--- config.mk ---
export PLATFORM = sky130hd
export DESIGN_NAME = rf_writeback_ctrl
export DESIGN_NICKNAME = d
export VERILOG_FILES = /design/src/rtl/rf_writeback_ctrl_pkg.sv /design/src/rtl/rf_load_queue.sv /design/src/rtl/rf_writeback_ctrl.sv
export SDC_FILE = /design/constraint.sdc
export NUM_CORES = 1
export LEC_CHECK = 0
export CORE_MARGIN = 2
export CORE_UTILIZATION = 54
export DETAILED_ROUTE_END_ITERATION = 8
export DONT_BUFFER_PORTS = 1
export PLACE_DENSITY = 0.69
export REMOVE_ABC_BUFFERS = 1
export SETUP_SLACK_MARGIN = 0.15
export SYNTH_ARGS = -nofsm -noshare
export SYNTH_HDL_FRONTEND = slang
export SYNTH_SLANG_ARGS = --single-unit
--- constraint.sdc ---
create_clock -name clk -period 2.75 [get_ports clk]
set_input_delay 0.1375 -clock clk [delete_from_list [all_inputs] [get_ports clk]]
set_output_delay 0.1375 -clock clk [all_outputs]
set_load 0.02 [all_outputs]
--- src/rtl/rf_writeback_ctrl_pkg.sv ---
// Shared widths and queue entry type for the register-file write-back slice.
package rf_writeback_ctrl_pkg;

  localparam int unsigned REG_ADDR_W = 4;
  localparam int unsigned DATA_W     = 16;
  localparam int unsigned NUM_REGS   = 16;

  typedef logic [REG_ADDR_W-1:0] reg_addr_t;
  typedef logic [DATA_W-1:0]     data_t;

  typedef struct packed {
    logic      live;
    reg_addr_t rd;
    data_t     data;
  } lq_entry_t;

  function automatic logic [NUM_REGS-1:0] onehot_reg(input reg_addr_t r);
    return NUM_REGS'(1) << r;
  endfunction

endpackage

--- src/rtl/rf_load_queue.sv ---
// Circular load-result FIFO with per-entry live bit, squash-by-rd and pending mask.
module rf_load_queue
  import rf_writeback_ctrl_pkg::*;
#(
  parameter int unsigned Depth = 4
) (
  input  logic                clk_i,
  input  logic                rst_ni,
  input  logic                push_i,
  input  reg_addr_t           push_rd_i,
  input  data_t               push_data_i,
  input  logic                pop_i,
  input  logic                squash_i,
  input  reg_addr_t           squash_rd_i,
  output logic                full_o,
  output logic                empty_o,
  output lq_entry_t           head_o,
  output logic [NUM_REGS-1:0] pend_mask_o
);

  localparam int unsigned PtrW = $clog2(Depth);
  localparam int unsigned CntW = $clog2(Depth + 1);

  lq_entry_t       mem_q [Depth];
  logic [PtrW-1:0] wptr_q, rptr_q;
  logic [CntW-1:0] count_q;
  logic            push, pop;

  assign full_o  = (count_q == CntW'(Depth));
  assign empty_o = (count_q == '0);
  assign push    = push_i && !full_o;
  assign pop     = pop_i && !empty_o;
  assign head_o  = mem_q[rptr_q];

  always_ff @(posedge clk_i or negedge rst_ni) begin
    if (!rst_ni) begin
      for (int i = 0; i < Depth; i++) mem_q[i] <= '0;
      wptr_q  <= '0;
      rptr_q  <= '0;
      count_q <= '0;
    end else begin
      for (int i = 0; i < Depth; i++) begin
        if (squash_i && mem_q[i].rd == squash_rd_i) mem_q[i].live <= 1'b0;
      end
      // Popped slots drop live so pend_mask only ever sees occupied entries.
      if (pop) begin
        mem_q[rptr_q].live <= 1'b0;
        rptr_q             <= rptr_q + PtrW'(1);
      end
      if (push) begin
        mem_q[wptr_q] <= '{live: !(squash_i && push_rd_i == squash_rd_i),
                           rd:   push_rd_i,
                           data: push_data_i};
        wptr_q        <= wptr_q + PtrW'(1);
      end
      if (push && !pop)      count_q <= count_q + CntW'(1);
      else if (pop && !push) count_q <= count_q - CntW'(1);
    end
  end

  always_comb begin
    pend_mask_o = '0;
    for (int i = 0; i < Depth; i++) begin
      if (mem_q[i].live) pend_mask_o = pend_mask_o | onehot_reg(mem_q[i].rd);
    end
  end

endmodule

--- src/rtl/rf_writeback_ctrl.sv ---
// Merges ALU and queued load results onto the single register-file write port,
// ALU first with a bounded-starvation drain slot for the load queue.
module rf_writeback_ctrl
  import rf_writeback_ctrl_pkg::*;
#(
  parameter int unsigned LQ_DEPTH   = 4,
  parameter int unsigned STARVE_MAX = 3
) (
  input  logic                  clk,
  input  logic                  rst,
  input  logic                  alu_valid,
  input  logic [REG_ADDR_W-1:0] alu_rd,
  input  logic [DATA_W-1:0]     alu_data,
  output logic                  alu_stall,
  input  logic                  ld_valid,
  output logic                  ld_ready,
  input  logic [REG_ADDR_W-1:0] ld_rd,
  input  logic [DATA_W-1:0]     ld_data,
  output logic [REG_ADDR_W-1:0] Rd,
  output logic [DATA_W-1:0]     RW,
  output logic                  wr,
  output logic [NUM_REGS-1:0]   pend_mask
);

  localparam int unsigned StW = $clog2(STARVE_MAX + 1);

  logic           lq_full, lq_empty;
  lq_entry_t      head;
  logic           alu_win, drain;
  logic [StW-1:0] starve_q, starve_d;
  logic           stall_d;

  // A stalled ALU never wins; any alu_valid during stall is dropped.
  assign alu_win  = alu_valid && !alu_stall;
  assign drain    = !lq_empty && !alu_win;
  assign ld_ready = !lq_full;

  rf_load_queue #(
    .Depth(LQ_DEPTH)
  ) u_load_queue (
    .clk_i       (clk),
    .rst_ni      (rst),
    .push_i      (ld_valid),
    .push_rd_i   (ld_rd),
    .push_data_i (ld_data),
    .pop_i       (drain),
    .squash_i    (alu_win),
    .squash_rd_i (alu_rd),
    .full_o      (lq_full),
    .empty_o     (lq_empty),
    .head_o      (head),
    .pend_mask_o (pend_mask)
  );

  always_comb begin
    starve_d = starve_q;
    stall_d  = 1'b0;
    if (lq_empty || drain) begin
      starve_d = '0;
    end else if (alu_win) begin
      if (starve_q == StW'(STARVE_MAX - 1)) begin
        stall_d  = 1'b1;
        starve_d = '0;
      end else begin
        starve_d = starve_q + StW'(1);
      end
    end
  end

  always_ff @(posedge clk or negedge rst) begin
    if (!rst) begin
      Rd        <= '0;
      RW        <= '0;
      wr        <= 1'b0;
      alu_stall <= 1'b0;
      starve_q  <= '0;
    end else begin
      starve_q  <= starve_d;
      alu_stall <= stall_d;
      wr        <= alu_win || (drain && head.live);
      if (alu_win) begin
        Rd <= alu_rd;
        RW <= alu_data;
      end else if (drain && head.live) begin
        Rd <= head.rd;
        RW <= head.data;
      end
    end
  end

endmodule

**Yosys cells after proc, flatten, opt, wreduce, memory -nomap -nowiden**

Cells that the tools add are included.
W data, S select, Z words.

- Bits in registers: 115
- Bits of input ports: 44
- Output and inout bits: 39
- Word-level logic and storage cells: 103

- $lt $le $gt $ge: 4
- Mux-type cells: 31
- Bitwise gates (word level): 5
- Shift operators: 4
- Eq/ne operators: 7
- Add/sub/neg operators: 5
- Reductions and logical operators: 27

Operators by type and width:

| operator | count |
|---|---|
| $bwmux W84 | 2 |
| $mux W84 | 2 |
| $mux W16 | 6 |
| $demux W21 S2 | 2 |
| $mux W21 | 4 |
| $shl A1 B4 Y16 const A | 4 |
| $or A16 B16 Y16 | 3 |
| $bmux W21 S2 | 1 |
| $eq A4 B4 Y1 | 5 |
| $logic_and A1 B1 Y1 | 14 |
| $mux W4 | 2 |
| $logic_not A1 Y1 | 7 |
| $mux W1 | 7 |
| $add A2 B1 Y2 const B | 3 |
| $ge A3 B3 Y1 const B | 2 |
| $lt A3 B1 Y1 const B | 2 |
| $mux W2 | 3 |
| $mux W3 | 2 |
| $not A2 Y3 | 2 |
| $reduce_bool A2 Y1 | 3 |
| $add A3 B1 Y3 const B | 1 |
| $eq A3 B3 Y1 const B | 1 |
| $logic_not A3 Y1 | 1 |
| $sub A3 B1 Y3 const B | 1 |
| 2 further kinds | 3 |

**Logic depth before layout (Yosys ltp)**

- Word-level depth: 9
- Mapped depth: 10
- Mapped depth without buffers: 9

**Modules after synthesis**

From an unflattened synthesis, not the netlist that was laid out.

- Cells, all modules: 626
- Area total of the unflattened synthesis: 6263.5 um^2

By module, submodules not included:

| module | instances | sequential area each (um^2) | cells an instance | area each (um^2) |
|---|---|---|---|---|
| rf_load_queue | 1 | 2277.2 | 548 | 5008.6 |
| rf_writeback_ctrl | 1 | 600.6 | 78 | 1255.0 |

**Least setup slack after synthesis**

OpenSTA, ideal clock, no wires.

- Path kind: register -> register
- From: reg alu_stall
- To: reg u_load_queue.count_q[2]
- Arrival time: 2.121 ns
- Path buffers: 1
- Clock period less this slack: 2.200 ns
- Data required time: 2.671 ns
- Stages on the path, launching flop included: 11
- Setup time: 0.079 ns
- Slack: 0.550 ns
- Cell sequence: dfrtp_1 > nor2b_1 > clkbuf_1 > nor2_1 > inv_1 > ha_1 > inv_1 > fa_1 > xor2_1 > nor2_1 > xor2_1

- Longest elaborated chain between the ends: 8
- Elaborated cells on any way between the ends: 10
- Classes of those cells: 1 x mux; 9 x reduce/logical

RTL lines:

| what | RTL line | text |
|---|---|---|
| start, declared | rf_writeback_ctrl.sv:14 | `output logic alu_stall,` |
| start signal, assigned | rf_writeback_ctrl.sv:79 | `alu_stall <= stall_d;` |
| $logic_not A1 Y1 (*) | rf_writeback_ctrl.sv:34 | `assign alu_win = alu_valid && !alu_stall;` |
| $logic_and A1 B1 Y1 (*) | rf_writeback_ctrl.sv:34 |  |
| $logic_not A1 Y1 (*) | rf_writeback_ctrl.sv:35 | `assign drain = !lq_empty && !alu_win;` |
| $logic_and A1 B1 Y1 (*) | rf_writeback_ctrl.sv:35 |  |
| $logic_and A1 B1 Y1 (*) | rf_load_queue.sv:32 | `assign pop = pop_i && !empty_o;` |
| $logic_not A1 Y1 | rf_load_queue.sv:56 | `if (push && !pop) count_q <= count_q + CntW'(1);` |
| $logic_and A1 B1 Y1 | rf_load_queue.sv:56 |  |
| $mux W3 or $reduce_bool A2 Y1 (tied branches) | - |  |
| end signal, assigned | rf_load_queue.sv:56 |  |
| end signal, assigned | rf_load_queue.sv:57 | `else if (pop && !push) count_q <= count_q - CntW'(1);` |
| end, declared | rf_load_queue.sv:26 | `logic [CntW-1:0] count_q;` |

Mark *: on every way between the ends. The rest lies on a longest branch, timed or not.
A chain may end at the register's enable or synchronous reset.

**Worst setup path in the final report**

- From: reg u_load_queue.count_q[0]
- To: reg u_load_queue.count_q[2]

- Longest elaborated chain between the ends: 7
- Elaborated cells on any way between the ends: 16
- Classes of those cells: 2 x add/sub; 1 x eq/ne; 2 x mux; 11 x reduce/logical

RTL lines:

| what |
|---|
| branches (longest 7 deep; another with $sub A3 B1 Y3) |

Several ways; the timed one is not identified. The select of a mux whose other input is x is not followed.

==> summary.md <==
| Metric | Value |
|---|---|
| Final setup margin | 396 ps |
| DRT antenna net count | 0 |
| Max H-tree Level | 4 |
| Routed len/inst | 20.0 microns |
| Int Pwr | about 0.0052 W |
| Reg area | between 2000 and 3000 sq um |
| Share of layout cells above drive strength 1 | 9.90% |
| Worst Path Required | between 3000 and 4000 ps |
| Syn_area_per_cell | between 9 and 10 sq um |
| Die width | approximately 110 microns |
| DP Wirelength | 10.4 mm |
| Part of the Yosys area used for sequential elements | between 40% and 50% |
| Post-CTS repair timing setup buffer count | 0 |
| Total Wirelength | around 17 mm |
| GRT overflow | 0 |
| Vias in the first global route | 5191 |
| Worst setup SP type | flip-flop |
| Crit. End Element | flip-flop |
| Max_slew headroom | between 30 and 40% |
| Overall Global Routing Usage | between 20 and 30% |
| Minimum clock period | between 2000 and 2500 ps |
| Most frequent cells in the layout | nand2_1 (275), dfrtp_1 (115), dlygate4sd3_1 (41) |
| Slew @ Worst Pin | just over 1000 ps |
| Initial antenna violation count | 0 |
| Power per cell area | 1250 nW/um^2 |
| CTS Hold Bufs | 41 |
| Setup Skew | 10.6 ps |
| DRT Pass-1 Iters | 6 |
| Core box area | 10900 sq um |
| Crit Reg-Reg Startpoint | u_load_queue.count_q[0] |
| P&R area growth vs syn | 17.4% |
| Floorplan row count | 38 |
| Worst Reg-to-Reg Cells | 9 |
| Total chip power | approximately 0.009 W |
| Sw Share | 41.0% |
| Sequential power share | around two fifths |
| Internal reg-to-reg setup slack | a little under 400 ps |
| Bufs on Longest Clock Path | 2 |
| Hold Crit Class | in -> async |
| Starting density of the core | 55.8% |
| Final period util | 85.6% |
| Met3 routed WL | approximately 1.4 mm |
| Inst Count DP | 774 |
| Failing checks | hold timing |
| Area leader, netlist | dfrtp_1 |
| Most used DFF post-synth | dfrtp_1 |
| Finished Cell Area | roughly 7100 sq um |
| IO Port Bufs | 0 |
| Final Max Slew Viols | 0 |
| Clk root buf | clkbuf_8 |
| Clock share of power | about a quarter |
| Total negative slack | 0 ps |
| Vias | slightly above 5000 |
| Non-filler cells, final | roughly 850 |
| CTS tree | yes |
| Worst hold slack | -694 ps |
| Routed met2 length | between 8 and 9 mm |
| Synth top area share | between 40% and 50% |
| Met1 wire length | a little under 7 mm |
| Antenna diodes | 0 |
| Main area contributors after synthesis | dfrtp_1 (47%), nand2_1 (17%), mux4_2 (7.8%), mux2i_1 (3.3%), xnor2_1 (2.6%) |
| 1st-iter DRT viols | just over 500 |
| Worst-path fanout max | 5 |
| P_leak | between 3 and 4 nW |
| Mapped Cells | around 670 |
| Synth unique cells | 42 |
| Global-route wire length before repair | between 20 and 30 mm |
| Most common cell after layout, fill and taps aside | nand2_1 |
| Area of the multi-input gates | slightly below 3000 sq um |
| Residual DRC count | 0 |
| Vias per std cell | 6.02 |
| Die area | 12100 sq um |
| # fillers | roughly 870 |
| Final setup fails | 0 |
| Max frequency | 0.425 GHz |
| Dpl cell area | about 6100 sq um |
| Yosys reg bits | 115 |
| IO Pins | slightly above 80 |
| Post-synth EDFFs | 0 |
| Net switching power | between 0.003 and 0.004 W |
| Combinational power share | a little over a third |
| Status | complete, but fails checks |
| Pre-CTS WS | roughly 430 ps |
| DR top layer | met4 |
| Synth Cell Area | 6080 sq um |
| Reg2reg end | u_load_queue.count_q[2] |
| Sink Count | about 120 |
| Post-layout nets | approximately 750 |
| Cts bufs inserted | 17 |
| Async SR Flop Fraction | 100% |
| Post-CTS resize count | 0 |
| Final hold vios | roughly 120 |
| Worst path arrival time | between 2000 and 3000 ps |
| Max Cap Viol | 0 |
| Worst-path clk slew | 60 ps |
| RePlAce Congestion | 0.920 |
| Yosys warns | 0 |
| VDD IR max | 0.808 mV |
| Die H | about 110 microns |
| Crit Path Class | reg -> reg |
| RSZ-0062 raised after global routing | false |
| Largest net degree at the start of global routing | around 120 |
| Clk_lat worst skew | 530 ps |
## how the worst max path moves through the flow
stage                                    to               startpoint  depth (start not counted)
floorplan                             RW[0]   u_load_queue.rptr_q[0]                          3
global route        u_load_queue.count_q[2]  u_load_queue.count_q[0]                          9
CTS                 u_load_queue.count_q[2]  u_load_queue.count_q[0]                          9
global placement    u_load_queue.count_q[2]  u_load_queue.count_q[0]                          9
finish              u_load_queue.count_q[2]  u_load_queue.count_q[0]                          9
detailed placement  u_load_queue.count_q[2]  u_load_queue.count_q[0]                          9
## synthesized netlist by cell type (all sizes together) (3+ instances only)
library cell,n
dfrtp,115
inv,10
nor2,14
a21oi,3
xnor2,18
xor2,7
o21ai,23
nor2b,9
o211ai,5
and3,6
mux4,21
a32oi,6
mux2i,20
buf,24
nand2,275
o22ai,4
nor3b,4
nor3,8
nand3,24
a22oi,6
ha,9
nand2b,9
o311ai,4
o221ai,4
clkbuf,24
## stage by stage
step / hold WS, ps / utilization (%)
floorplan: -158 / -
global placement: -154 / 56.4
detailed placement: -155 / 56.4
CTS: -718 / 65.5
global route: -711 / 65.5
finish: -694 / 65.5
## power groups by stage
stage | Combinational [W] | Clock [W] | Sequential (W)
floorplan | 0.00229 | 0 | 0.00328
global placement | 0.00303 | 0 | 0.00344
detailed placement | 0.00313 | 0 | 0.00347
CTS | 0.00323 | 0.00219 | 0.00344
global route | 0.00360 | 0.00225 | 0.00356
finish | 0.00324 | 0.00217 | 0.00348
## area by class of cell
class / instances / area share (%)
Clock buffer: 21 / 6.43
Clock inverter: 11 / 1.79
Inverter: 10 / 0.526
Multi-Input combinational cell: 495 / 41.3
Sequential cell: 115 / 40.3
Tap cell: 140 / 2.45
Timing Repair Buffer: 55 / 7.22
## state kept, by name, indices dropped and copies added (netlist names)
register	cells
u_load_queue.count_q	3
RW	16
alu_stall	1
wr	1
starve_q	2
u_load_queue.wptr_q	2
u_load_queue.mem_q	84
u_load_queue.rptr_q	2
Rd	4
## logic make-up (layout without fill, tap and decap cells)
kind of cell | after synthesis | in the layout | synth area share [%]
muxes | 42 | 42 | 11.3
and+or+nand+nor | 358 | 358 | 24.6
adders and majority gates | 10 | 10 | 2.18
AOI/OAI and AO/OA | 60 | 60 | 6.75
DFF | 115 | 115 | 47.3
buffers and inverters | 58 | 97 | 4.26
xor gates and xnor gates | 25 | 25 | 3.60
## layer usage
metal  track usage, %  vias up
li1                 -     2283
met1             37.6     2524
met2             48.8      245
met3             8.17       43
met4             10.7        0
met5                0        -
## worst max-delay path, cell delays in order, from the launching register on
cell,delay [ps]
dfrtp_1,440
nor3_1,390
nor2_1,150
inv_1,100
ha_1,210
inv_1,80
fa_1,440
xor2_1,170
nor2_1,130
xor2_1,160
Power figures use the tool's default switching activity.
